## config.mk

```make
export PLATFORM = sky130hd
export DESIGN_NAME = id_ex_stage
export DESIGN_NICKNAME = d
export VERILOG_FILES = /design/src/rtl/pipe_pkg.sv /design/src/rtl/hazard_detect.sv /design/src/rtl/id_ex_stage.sv
export SDC_FILE = /design/constraint.sdc
export NUM_CORES = 1
export LEC_CHECK = 0
export BUFFER_PORTS_ARGS = -buffer_cell sky130_fd_sc_hd__buf_4
export CORE_ASPECT_RATIO = 0.5
export CORE_MARGIN = 2
export CORE_UTILIZATION = 40
export CTS_CLUSTER_DIAMETER = 200
export DETAILED_ROUTE_END_ITERATION = 8
export PLACE_DENSITY = 0.75
export SYNTH_ARGS = -nofsm -noshare
export SYNTH_HDL_FRONTEND = slang
export SYNTH_SLANG_ARGS = --single-unit
```

## constraint.sdc

```tcl
create_clock -name clk -period 2.1 [get_ports clk]
set_input_delay 0.21 -clock clk [delete_from_list [all_inputs] [get_ports clk]]
set_output_delay 0.21 -clock clk [all_outputs]
set_load 0.02 [all_outputs]
```

## src/rtl/pipe_pkg.sv

```systemverilog
// Shared pipeline definitions: datapath width, packed control bundle and its NOP encoding.
// Imported by the ID/EX, EX, MEM and WB stages so every stage agrees on the bundle layout.
package pipe_pkg;

  localparam int XLEN   = 32;
  localparam int CTRL_W = 8;
  localparam int REG_W  = 5;

  typedef struct packed {
    logic [3:0] alu_op;
    logic       alu_src;
    logic       mem_rd;
    logic       mem_wr;
    logic       reg_wr;
  } ctrl_t;

  localparam ctrl_t CTRL_NOP = '0;

  // True when the bundle describes a load, i.e. its result is only known after MEM.
  function automatic logic ctrl_is_load(input ctrl_t c);
    return c.mem_rd;
  endfunction

endpackage

```

## src/rtl/hazard_detect.sv

```systemverilog
// Load-use hazard check between the instruction in a downstream slot and the one in decode.
// Purely combinational so a later EX/MEM stall check can reuse it unchanged.
module hazard_detect
  import pipe_pkg::*;
(
  input  logic             ex_valid,
  input  logic             ex_mem_rd,
  input  logic [REG_W-1:0] ex_rd,
  input  logic             id_valid,
  input  logic [REG_W-1:0] id_rs1,
  input  logic [REG_W-1:0] id_rs2,
  output logic             hz
);

  logic rd_nonzero;
  logic src_match;

  // Both source fields are compared even when the opcode ignores one; an extra stall is harmless.
  assign rd_nonzero = (ex_rd != '0);
  assign src_match  = (ex_rd == id_rs1) | (ex_rd == id_rs2);
  assign hz         = ex_valid & ex_mem_rd & rd_nonzero & id_valid & src_match;

endmodule

```

## src/rtl/id_ex_stage.sv

```systemverilog
// ID/EX pipeline register: captures decode fields and operands, inserts one bubble per load-use
// hazard, and honours EX flushes (kill) and downstream holds (freeze).
module id_ex_stage #(
  parameter int XLEN   = 32,
  parameter int CTRL_W = 8,
  parameter int CNT_W  = 16
) (
  input  logic              clk,
  input  logic              rst,
  input  logic              id_valid,
  input  logic [XLEN-1:0]   id_pc,
  input  logic [4:0]        id_rs1,
  input  logic [4:0]        id_rs2,
  input  logic [4:0]        id_rd,
  input  logic [XLEN-1:0]   id_rs1_data,
  input  logic [XLEN-1:0]   id_rs2_data,
  input  logic [XLEN-1:0]   id_imm,
  input  logic [CTRL_W-1:0] id_ctrl,
  input  logic              ex_flush,
  input  logic              ex_stall,
  output logic              id_stall,
  output logic              ex_valid,
  output logic [XLEN-1:0]   ex_pc,
  output logic [XLEN-1:0]   ex_rs1_data,
  output logic [XLEN-1:0]   ex_rs2_data,
  output logic [XLEN-1:0]   ex_imm,
  output logic [4:0]        ex_rs1,
  output logic [4:0]        ex_rs2,
  output logic [4:0]        ex_rd,
  output logic [CTRL_W-1:0] ex_ctrl,
  output logic [CNT_W-1:0]  bubble_cnt
);
  import pipe_pkg::ctrl_t;
  import pipe_pkg::CTRL_NOP;
  import pipe_pkg::ctrl_is_load;

  localparam logic [CTRL_W-1:0] NOP = CTRL_W'(CTRL_NOP);

  logic ex_mem_rd;
  logic hz;
  logic cnt_full;

  // Front-end handshake: id_stall high means the decode slot was not consumed this edge and
  // must be presented again unchanged; low means it was taken (captured, or killed by a flush).
  assign ex_mem_rd = ctrl_is_load(ctrl_t'(ex_ctrl));
  assign cnt_full  = &bubble_cnt;
  assign id_stall  = rst & ~ex_flush & (ex_stall | hz);

  hazard_detect u_hazard_detect (
    .ex_valid  (ex_valid),
    .ex_mem_rd (ex_mem_rd),
    .ex_rd     (ex_rd),
    .id_valid  (id_valid),
    .id_rs1    (id_rs1),
    .id_rs2    (id_rs2),
    .hz        (hz)
  );

  always_ff @(posedge clk) begin
    if (!rst) begin
      ex_valid    <= 1'b0;
      ex_ctrl     <= NOP;
      ex_pc       <= '0;
      ex_rs1_data <= '0;
      ex_rs2_data <= '0;
      ex_imm      <= '0;
      ex_rs1      <= '0;
      ex_rs2      <= '0;
      ex_rd       <= '0;
      bubble_cnt  <= '0;
    end else if (ex_flush) begin
      // Killed slot: data still loads so the flush path shares the capture muxing.
      ex_valid    <= 1'b0;
      ex_ctrl     <= NOP;
      ex_pc       <= id_pc;
      ex_rs1_data <= id_rs1_data;
      ex_rs2_data <= id_rs2_data;
      ex_imm      <= id_imm;
      ex_rs1      <= id_rs1;
      ex_rs2      <= id_rs2;
      ex_rd       <= id_rd;
    end else if (!ex_stall) begin
      if (hz) begin
        // Bubble: EX becomes invalid, which clears the hazard on the following cycle.
        ex_valid <= 1'b0;
        ex_ctrl  <= NOP;
        if (!cnt_full) begin
          bubble_cnt <= bubble_cnt + CNT_W'(1);
        end
      end else begin
        ex_valid    <= id_valid;
        ex_ctrl     <= id_valid ? id_ctrl : NOP;
        ex_pc       <= id_pc;
        ex_rs1_data <= id_rs1_data;
        ex_rs2_data <= id_rs2_data;
        ex_imm      <= id_imm;
        ex_rs1      <= id_rs1;
        ex_rs2      <= id_rs2;
        ex_rd       <= id_rd;
      end
    end
  end

endmodule

```

# == Yosys cells after proc, flatten, opt, wreduce, memory -nomap -nowiden ==
# Index checks and enable logic that the tools add are counted.
# W data, S select, Z words.
# totals
inputBits,156
latch_bits,0
ram_bits,0
word_cells,56
memories,0
ff_bits,168
output_inout_bits,169
romBits,0
# op_classes
eq_ne,4
multipliers,0
n_div,0
shift,0
magnitude_cmp,0
mux,24
reduce_logical,5
n_addsub,1
bitwise_logic,12
# ops
op,n
$mux W32,12
$mux W5,9
$add A16 B1 Y16 const B,1
$mux W8,2
$reduce_and A16 Y1,1
$eq A5 B5 Y1,2
$and A1 B1 Y1,6
$reduce_bool A5 Y1,1
$ne A2 B2 Y1 const B,2
$not A1 Y1,4
$reduce_and A4 Y1,1
$or A1 B1 Y1,2
$reduce_and A2 Y1,1
$reduce_or A2 Y1,1
$mux W1,1

# == Longest topological paths before layout ==
# Gate-level depths: netlist of run 1.
# depth
ltp_word,7
ltp_mapped,9

# == Cells and area by module ==
# A second synthesis of run 1 with hierarchy kept.
# hier_totals
cells_unflattened,766
area_unflattened_um2,6133.4
# by_module_without_submodules
module,area_each_um2,n_inst,cells_each,seq_area_each_um2
id_ex_stage,6004.5,1,749,3363.2
hazard_detect,128.9,1,17,0.0

# == Worst setup path before layout of run 1 ==
# Ideal clock, no wire load.
# synth_path
path_kind,reg-to-reg
startpoint,reg ex_rd[0]
endpoint,reg ex_rs1[0]
synth_period_minus_slack_ns,2.102
arrival_ns,2.033
required_time_ns,2.031
setup_ns,0.069
path_slack_ns,-0.002
stages_incl_launch_ff,10
path_cell_list,dfxtp_1 -> or4_1 -> o2111ai_2 -> nor2_1 -> a2bb2oi_4 -> buf_4 -> buf_6 -> buf_4 -> nand3_1 -> o21ai_1
# synth_between
elab_chain_len,6
elab_cells_between_ends,9
cone_classes,eq/ne: 3; bitwise: 4; reduce/logical: 2
# synth_rtl
item,line_no,text
"start, declared",id_ex_stage.sv:29,"output logic [4:0] ex_rd,"
"start signal, assigned",id_ex_stage.sv:81,ex_rd <= id_rd;
"start signal, assigned",id_ex_stage.sv:99,ex_rd <= id_rd;
$reduce_bool A5 Y1,hazard_detect.sv:19,assign rd_nonzero = (ex_rd != '0);
$and A1 B1 Y1 (2 in series),hazard_detect.sv:21,assign hz = ex_valid & ex_mem_rd & rd_nonzero & id_valid & src_match;
$and A1 B1 Y1 (*),hazard_detect.sv:21,
$ne A2 B2 Y1 (no source line) (*),n/a,
$reduce_and A2 Y1 (no source line) (*),n/a,
"end signal, assigned",id_ex_stage.sv:79,ex_rs1 <= id_rs1;
"end signal, assigned",id_ex_stage.sv:97,ex_rs1 <= id_rs1;
"end, declared",id_ex_stage.sv:27,"output logic [4:0] ex_rs1,"
# Mark *: on every way between the ends. The rest lies on a longest branch, timed or not.
# A chain may end at the register's enable or synchronous reset.

# == Worst setup path after layout of run 1 ==
# layout_path
startpoint,reg ex_rd[3]
endpoint,out id_stall
# layout_between
elab_chain_len,6
elab_cells_between_ends,9
cone_classes,eq/ne: 2; bitwise: 6; reduce/logical: 1
# layout_rtl
item,line_no,text
$reduce_bool A5 Y1,hazard_detect.sv:19,
$and A1 B1 Y1 (2 in series),hazard_detect.sv:21,
$and A1 B1 Y1 (*),hazard_detect.sv:21,
$or A1 B1 Y1 (*),id_ex_stage.sv:47,assign id_stall = rst & ~ex_flush & (ex_stall | hz);
$and A1 B1 Y1 (*),id_ex_stage.sv:47,
"end, declared",id_ex_stage.sv:21,"output logic id_stall,"
# Marked as above.

==> impl_metrics.ini, run 1 <==
[synth]
ys_ff_latch = 168
synth-simple-area-share_pct = 24.4
yosysTopAreaCell = dfxtp_1
synth_top_cells_by_area = dfxtp_1 53%, nand3_1 12%, nand2_1 8.9%
async_flop_share_pct = 0
synthMuxAreaShare_pct = 0.156
synth.avg_cell_area_um2 = 8.20
synth_top_area_share_pct = 52.6
syn-num-nets = 937
synth_top_family_by_area = simple AND/OR/NAND/NOR gates
ys_seq_area_share_pct = 52.6
ys_types = 35
synthAdderAreaFrac_pct = 0.196
ys.flop_type = dfxtp_1
yosys.area_share.xor_xnor_pct = 2.19
synthesis.area_um2 = 6400
synth_edf_count = 0
ys_warn_count = 0
synth_compound_area_share_pct = 15.0
syn_inst = 780

[setup_path]
end_kind = output port
critPathMaxFanout = 10
cp_common_cell = buf_4
worst-path-buf-inv = 3
required_ns = 1.89
crit_type = flop to output port
start_kind = flop
cpLargestDelayFamily = buffers and inverters
crit_path_cell_trace = buf_4 -> xnor2_1 -> nand3_1 -> o22ai_2 -> buf_12 -> a21oi_2 -> nor2_1 -> buf_4
crit_slowest_cell = dfxtp_2
worst_path_largest_cell_delay_ns = 0.33
cp.arrival_ns = 1.99

[timing]
setup_viol = 59
rsz0062_at_grt = true
worst_pin_slew_ns = 0.620
holdWs_ns = 0.0106
timing.fmax_ghz = 0.455
max_slew_margin_pct = 58.7
hold_violations = 0
clock_skew_ns = 0.0103
timing.final.crit_share_pct = 105
period_needed_ns = 2.20
finalMaxSlewViolations = 0
worst_slack_ns = -0.0995

[cts]
cts_num_sinks = 168
cts_buffer_depth = 2
cts_tree = yes
htreeDepth = 4
cts_buffers = 17
cts.reportedPaths.clkPinSlew_ns = 0.07
root_buffer = clkbuf_16
clock_latency_ns = 0.42

[placement]
dpl_cell_area_um2 = 9230
place_inst = 1280
dp_hpwl_mm = 14.1
place_congestion = 0.785
io_buffers = 324

[power]
peakVddDrop_mv = 0.544
power_leakage_nw = 4.75
power.density_nw_per_um2 = 746

[drt]
num_vias = 7043
drc = 0
routed_wl_mm = 21.7
drt_iter0_drc = 406
wl_met1_mm = 8.78
viasPerCell = 5.11
top_layer = met4
wl_met3_mm = 1.08
met2_wirelength_mm = 11.0
antenna_left = 0
firstDrtPassIters = 4
wl_per_cell_um = 15.7

[cells_and_area]
fill_cells = 1193
drive_gt1_share_pct = 37.6
fin_cells = 1379
diodes = 0
final_cell_area_um2 = 10800
fin_nets = 1319
area_delta_synth_final_pct = 68.3

[die]
dieArea_um2 = 17100
ios = 325
initial_core_util_pct = 41.2
core_area_um2 = 15500
row_count = 32
die_w_um = 183
die_y_um = 93.4

[global_routing]
grt_overflow = 0
track_usage_pct = 22.7
antenna_found_initial = 0
grt_max_degree = 119
grt_pass1_vias = 6454
grt_pass1_wl_mm = 30.9

[status]
status = complete, but fails checks
violations = setup timing

[hold_path]
hp-class = primary input to flop

[job]
drv_cap = 0
sequential cells by signal, indices dropped and copies added, names as in the netlist, 8 cells and up:
name         cells
ex_imm          32
ex_pc           32
ex_rs1_data     32
ex_rs2_data     32
bubble_cnt      16
ex_ctrl          8
synthesized netlist by cell type (4+ instances only):
cell type and n:
dfxtp_1 168, nand3_1 154, nand2_1 151, o21ai_0 91, o21ai_1 56, clkbuf_1 42
nor2_1 19, buf_4 16, a21oi_1 11, xnor2_1 11, a22oi_1 8, clkbuf_2 5
inv_1 5, xor2_1 5, o31ai_1 4, or3_1 4, or4_1 4
cell type report:
type | instances | area, um2 | share of cell area (%)
Clock buffer | 19 | 453 | 4.21
Inverter | 5 | 18.8 | 0.174
Multi-Input combinational cell | 540 | 2750 | 25.6
Clock inverter | 13 | 135 | 1.26
Sequential cell | 168 | 3370 | 31.3
Timing Repair Buffer | 430 | 3780 | 35.1
Tap cell | 204 | 255 | 2.37
logic make-up (layout without fill, tap and decap cells):
| logic type | count (synthesis) | in the layout |
|---|---|---|
| DFF | 168 | 168 |
| AOI/OAI and AO/OA | 175 | 175 |
| buffers and inverters | 72 | 467 |
| muxes | 1 | 1 |
| xor gates and xnor gates | 16 | 16 |
| and+or+nand+nor | 347 | 347 |
| adders and majority gates | 1 | 1 |
cells in the final DEF, fill, tap and decap left out, drive strengths merged, types with 3 or more instances in the layout:
master,Yosys,layout
a21oi,11,11
a22oi,8,8
and3,3,3
buf,20,374
clkbuf,47,32
clkinv,0,4
dfxtp,168,168
dlygate4sd3,0,43
inv,5,12
nand2,151,151
nand3,154,154
nand4,3,3
nor2,19,19
o21ai,147,147
o31ai,4,4
or3,4,4
or4,4,4
xnor2,11,11
xor2,5,5
power breakdown:
part           internal, mW  switching (mW)
Sequential             3.37           0.100
Combinational         0.721           0.717
Clock                  1.74            1.38
routing by layer:
layer / GRT usage [%] / vias up
met5: 0 / -
li1: - / 3455
met2: 40.3 / 235
met3: 5.30 / 55
met1: 25.8 / 3298
met4: 11.3 / 0
final timing paths:
kind | end | slack (ns) | cells after the start | from
setup / recovery | id_stall | -0.1 | 8 | ex_rd[3]
hold / removal | ex_imm[30] | 0.01 | 3 | id_imm[30]
setup reg to reg | ex_pc[3] | -0.04 | 9 | ex_rd[3]
hold reg to reg | ex_imm[26] | 0.45 | 2 | ex_imm[26]
worst min-delay path, stage by stage:
cell and delay [ns]:
buf_4 0.08, nand3_1 0.05, o21ai_1 0.06
through the flow:
stage	total power [mW]	util (%)	setup TNS (ns)	worst slack (ns)
after detailed placement	4.79	59.4	0	0.0676
after CTS	7.98	66.2	-0.147	-0.124
after floorplan	4.13	-	0	0.00899
final	8.03	69.3	-1.10	-0.0995
after global placement	4.76	59.4	0	0.0762
after global routing	8.34	69.3	-11.28	-0.201
timing repair:
action / in CTS / in global routing
pin swaps: 3 / 6
endpoints found under the setup margin: 1 / 78
endpoints found under the hold margin: 43 / 0
gates cloned: 0 / 13
hold buffers: 43 / 0
resized for setup: 7 / 61
buffers inserted: 2 / 9
Power figures use the tool's default switching activity.
==> inputs of run 2 (changes only) <==
CORE_MARGIN = 4   (was 2)
MAX_ROUTING_LAYER = met4   (was not set)
==> run 2 against run 1 <==
Against the previous run:
- the run still ends with setup timing left
- sequential share of layout area down 0.14 points
- clock power up 5%
- critical path depth up 3
- critical path type is now flop to flop
==> impl_metrics.ini, run 2 (synthesized netlist as in run 1, its figures left out) <==
[timing]
holdWs_ns = 0.0173
worst_slack_ns = -0.122
fin_tns_setup_ns = -8.10
rsz0062_at_grt = true
finalMaxSlewViolations = 0
hold_violations = 0
clock_skew_ns = 0.0124
worst_pin_slew_ns = 0.624
timing.fmax_ghz = 0.450
max_slew_margin_pct = 58.4
timing.final.crit_share_pct = 106
period_needed_ns = 2.22
setup_viol = 146

[setup_path]
worstReg2RegStart = ex_rd[1]
worst_path_largest_cell_delay_ns = 0.56
cp.arrival_ns = 2.57
worstSetupStartpoint = ex_rd[1]
rrSetupSlack_ns = -0.12
r2r_cells = 11
start_kind = flop
cpLargestDelayFamily = simple AND/OR/NAND/NOR gates
crit_cells = 11
crit_path_cell_trace = or4_4 -> o2111ai_4 -> buf_4 -> nor2_2 -> a2bb2oi_4 -> buf_6 -> buf_12 -> buf_4 -> buf_4 -> nand3_1 -> o21ai_1
r2r-end = ex_rd[3]
worst-path-buf-inv = 5
cp-endpoint = ex_rd[3]
end_kind = flop
required_ns = 2.44
cp_common_cell = buf_4
crit_type = flop to flop
critPathMaxFanout = 5
crit_slowest_cell = or4_4

[drt]
drc = 0
num_vias = 6969
firstDrtPassIters = 5
wl_per_cell_um = 16.1
routed_wl_mm = 22.4
viasPerCell = 5.02
drt_iter0_drc = 368
antenna_left = 0

[cells_and_area]
area_delta_synth_final_pct = 68.9
layout_commonest_cell = buf_4
fin_cells = 1387
diodes = 0
drive_gt1_share_pct = 36.5
final_cell_mix = 355 x buf_4, 165 x dfxtp_1, 153 x nand3_1
final_util_pct = 69.5
fill_cells = 1195
fin_nets = 1327

[placement]
dp_hpwl_mm = 14.5
place_inst = 1277
io_buffers = 324
place_congestion = 0.804

[job]
drv_cap = 0

[power]
p_sw_share_pct = 26.5
power_leakage_nw = 4.75
power.density_nw_per_um2 = 759
power.switching_mw = 2.17
pwr-share-seq_pct = 42.4
clockPowerShare_pct = 39.9
p_comb_share_pct = 17.7
peakVddDrop_mv = 0.506
internal_power_mw = 6.02

[cts]
cts_num_sinks = 168
root_buffer = clkbuf_16
cts_tree = yes
cts.reportedPaths.clkPinSlew_ns = 0.07
clock_latency_ns = 0.42
cts_buffers = 17
htreeDepth = 4
cts_buffer_depth = 2

[hold_path]
hp-class = primary input to flop

[die]
dieArea_um2 = 18200
row_count = 32
ios = 325
core_area_um2 = 15500
die_w_um = 187
die_y_um = 97.4
initial_core_util_pct = 41.2

[global_routing]
grt_pass1_wl_mm = 32.6
grt_pass1_vias = 6521
grt_overflow = 0
antenna_found_initial = 0
grt_max_degree = 128
track_usage_pct = 22.3

[status]
status = complete, but fails checks
violations = setup timing
## run 2: per-stage QoR
stage | area, um2 | power (mW) | setup slack (ns)
2_1_floorplan | 6400 | 4.13 | 0.00899
3_3_place_gp | 9130 | 4.74 | 0.0834
3_5_place_dp | 9130 | 4.77 | -0.00185
4_1_cts | 10300 | 8.12 | -0.148
5_1_grt | 10800 | 8.53 | -0.201
6_report | 10800 | 8.19 | -0.122
## run 2: routing by layer
layer	global-route usage (%)	vias to the layer above	share of wire, %
li1	-	3468	-
met1	25.0	3205	40
met2	37.7	231	51
met3	4.88	65	4.8
met4	11.8	0	4.2
met5	-	-	0
## run 2: worst min-delay path by stage
stage               startpoint  cells past startpoint               to  slack [ns]
3_3_place_gp   id_rs2_data[20]                      3  ex_rs2_data[20]        0.42
4_1_cts        id_rs2_data[20]                      3  ex_rs2_data[20]      0.0002
6_report            id_imm[22]                      3       ex_imm[22]        0.02
3_5_place_dp   id_rs1_data[25]                      3  ex_rs1_data[25]        0.43
5_1_grt        id_rs1_data[28]                      3  ex_rs1_data[28]      0.0007
2_1_floorplan         id_rd[0]                      2         ex_rd[0]        0.34
## run 2: power by group through the flow
stage | clock, mW | sequential [mW] | combinational, mW
after detailed placement | 0 | 3.54 | 1.24
final | 3.27 | 3.47 | 1.45
after CTS | 3.33 | 3.47 | 1.32
after global routing | 3.48 | 3.49 | 1.55
after floorplan | 0 | 3.76 | 0.375
after global placement | 0 | 3.53 | 1.21
## run 2: tightest hold or removal path, delay by kind of cell
kind / cells / cell delay, ns
and+or+nand+nor: 1 / 0.05
AOI/OAI and AO/OA: 1 / 0.06
buffers and inverters: 1 / 0.08
## run 2: final cells by class
class	count	area [um2]	area share, %
Clock buffer	20	447	4.13
Clock inverter	12	164	1.52
Multi-Input combinational cell	540	2730	25.3
Inverter	5	21.3	0.197
Tap cell	204	255	2.36
Timing Repair Buffer	438	3820	35.3
Sequential cell	168	3370	31.2
## run 2: what timing repair did
item | CTS | global route
pin swaps | 3 | 3
setup buffers | 3 | 9
hold endpoints to repair | 52 | 0
hold buffers | 52 | 0
resized for setup | 4 | 86
setup endpoints to repair | 17 | 113
cloned | 0 | 14
==> inputs of run 3 (changes only) <==
CORE_UTILIZATION = 41   (was 40)
PLACE_DENSITY = 0.76   (was 0.75)
==> run 3 against run 2 <==
Against the previous run:
- largest power group unchanged
- global-route usage up 0.78 points
- clock skew down 0.00069 ns
- count of clock-buffer cells in the layout did not move
- register-to-register slack barely moved
- the run ends with hold timing, setup timing left
- via count grew 1.2%
- non-clock buffer count is 9 lower
==> impl_metrics.ini, run 3 (synthesized netlist as in run 1, its figures left out) <==
[hold_path]
hp-start = id_pc[9]
worstHoldPathCells = 3
hp-class = primary input to flop

[placement]
io_buffers = 324
dp_hpwl_mm = 14.8
place_congestion = 0.804
dpl_cell_area_um2 = 9240

[setup_path]
end_kind = output port
worstReg2RegStart = ex_rd[0]
start_kind = flop
cp.arrival_ns = 2.02
required_ns = 1.89
crit_type = flop to output port
critPathMaxFanout = 2
r2r_cells = 11
worstSetupStartpoint = ex_rd[0]

[cts]
cts_buffer_depth = 2
cts_tree = yes
cts_buffers = 17
root_buffer = clkbuf_16
cts.reportedPaths.clkPinSlew_ns = 0.07
clock_latency_ns = 0.42
htreeDepth = 4
cts_num_sinks = 168

[timing]
period_needed_ns = 2.23
clock_skew_ns = 0.0117
max_slew_margin_pct = 56.4
finalMaxSlewViolations = 0
timing.fmax_ghz = 0.449
hold_violations = 1
timing.final.crit_share_pct = 106
worst_pin_slew_ns = 0.654
worst_slack_ns = -0.128
holdWs_ns = -0.00186
rsz0062_at_grt = true
setup_viol = 148

[cells_and_area]
diodes = 0
fin_nets = 1318
final_cell_mix = 351 x buf_4, 162 x dfxtp_1, 150 x nand2_1
drive_gt1_share_pct = 46.9
area_delta_synth_final_pct = 77.4
final_cell_area_um2 = 11300
fill_cells = 1017
layout_commonest_cell = buf_4

[global_routing]
grt_pass1_wl_mm = 32.1
grt_overflow = 0
antenna_found_initial = 0
track_usage_pct = 23.1
grt_max_degree = 147
grt_pass1_vias = 6529

[power]
peakVddDrop_mv = 0.542
power.density_nw_per_um2 = 714
power_mw = 8.11
power_leakage_nw = 5.00

[drt]
routed_wl_mm = 23.8
drt_iter0_drc = 456
wl_per_cell_um = 17.4
viasPerCell = 5.15
drc = 0
antenna_left = 0
firstDrtPassIters = 4
num_vias = 7055

[job]
drv_cap = 0

[die]
die_w_um = 185
ios = 325
die_y_um = 96.3
row_count = 31
initial_core_util_pct = 43.1
core_area_um2 = 14900
dieArea_um2 = 17800

[status]
violations = hold timing, setup timing
status = complete, but fails checks
run 3: cell count changes in the layout (fill, tap and decap cells not counted), sizes merged:
cell,delta
bufinv,-1
clkinv,+4
inv,-4
clkinvlp,-2
clkbuf,+2
dlygate4sd3,-40
buf,+29
run 3: per-stage QoR:
step	util [%]	setup TNS, ns	std cells	setup slack [ns]
2_1_floorplan	-	0	780	0.00899
3_3_place_gp	62.2	0	1283	0.0521
3_5_place_dp	62.2	0	1283	0.0120
4_1_cts	69.9	-3.52	1344	-0.125
5_1_grt	76.4	-22.74	1369	-0.220
6_report	76.4	-8.98	1369	-0.128
run 3: what timing repair did:
item / 4_1_cts / 5_1_grt
hold buffers: 12 / 0
pin swaps: 9 / 66
setup buffers: 12 / 11
gates cloned: 8 / 18
endpoints found under the setup margin: 22 / 158
endpoints found under the hold margin: 12 / 0
resized for setup: 66 / 183
run 3: worst paths after layout:
kind                          to  slack (ns)
setup / recovery        id_stall       -0.13
hold / removal          ex_pc[9]      -0.002
setup reg to reg        ex_pc[1]       -0.13
hold reg to reg   ex_rs2_data[5]        0.45
run 3: final cells by class:
cell class	instances	area (um2)	share of cell area, %
repair buffers	429	3990	35.1
flip-flops and latches	168	3370	29.7
multi-input cells	540	3170	27.9
clock buffers	20	447	3.94
well taps	198	248	2.18
clock inverters	9	104	0.915
inverters	5	21.3	0.187
run 3: power by group:
part	total (mW)	leakage (nW)	internal, mW	switching (mW)
clock	3.03	0.267	1.76	1.27
combinational	1.60	3.34	0.797	0.798
sequential	3.48	1.39	3.37	0.105
total	8.11	5.00	5.93	2.18
run 3: critical path, stage by stage, from the launching register on:
cell and delay (ns):
dfxtp_2 0.32, or4_4 0.56, o2111ai_4 0.23, buf_6 0.14, inv_4 0.03, a21oi_2 0.10, nor2_1 0.05, buf_4 0.18
run 3: routing by layer:
metal  part of all wire (%)  up-vias  GRT usage [%]
li1                       -     3460              -
met1                     40     3329           26.3
met2                     53      222           41.7
met3                    4.5       44           3.47
met4                    2.6        0           9.04
met5                      0        -              -
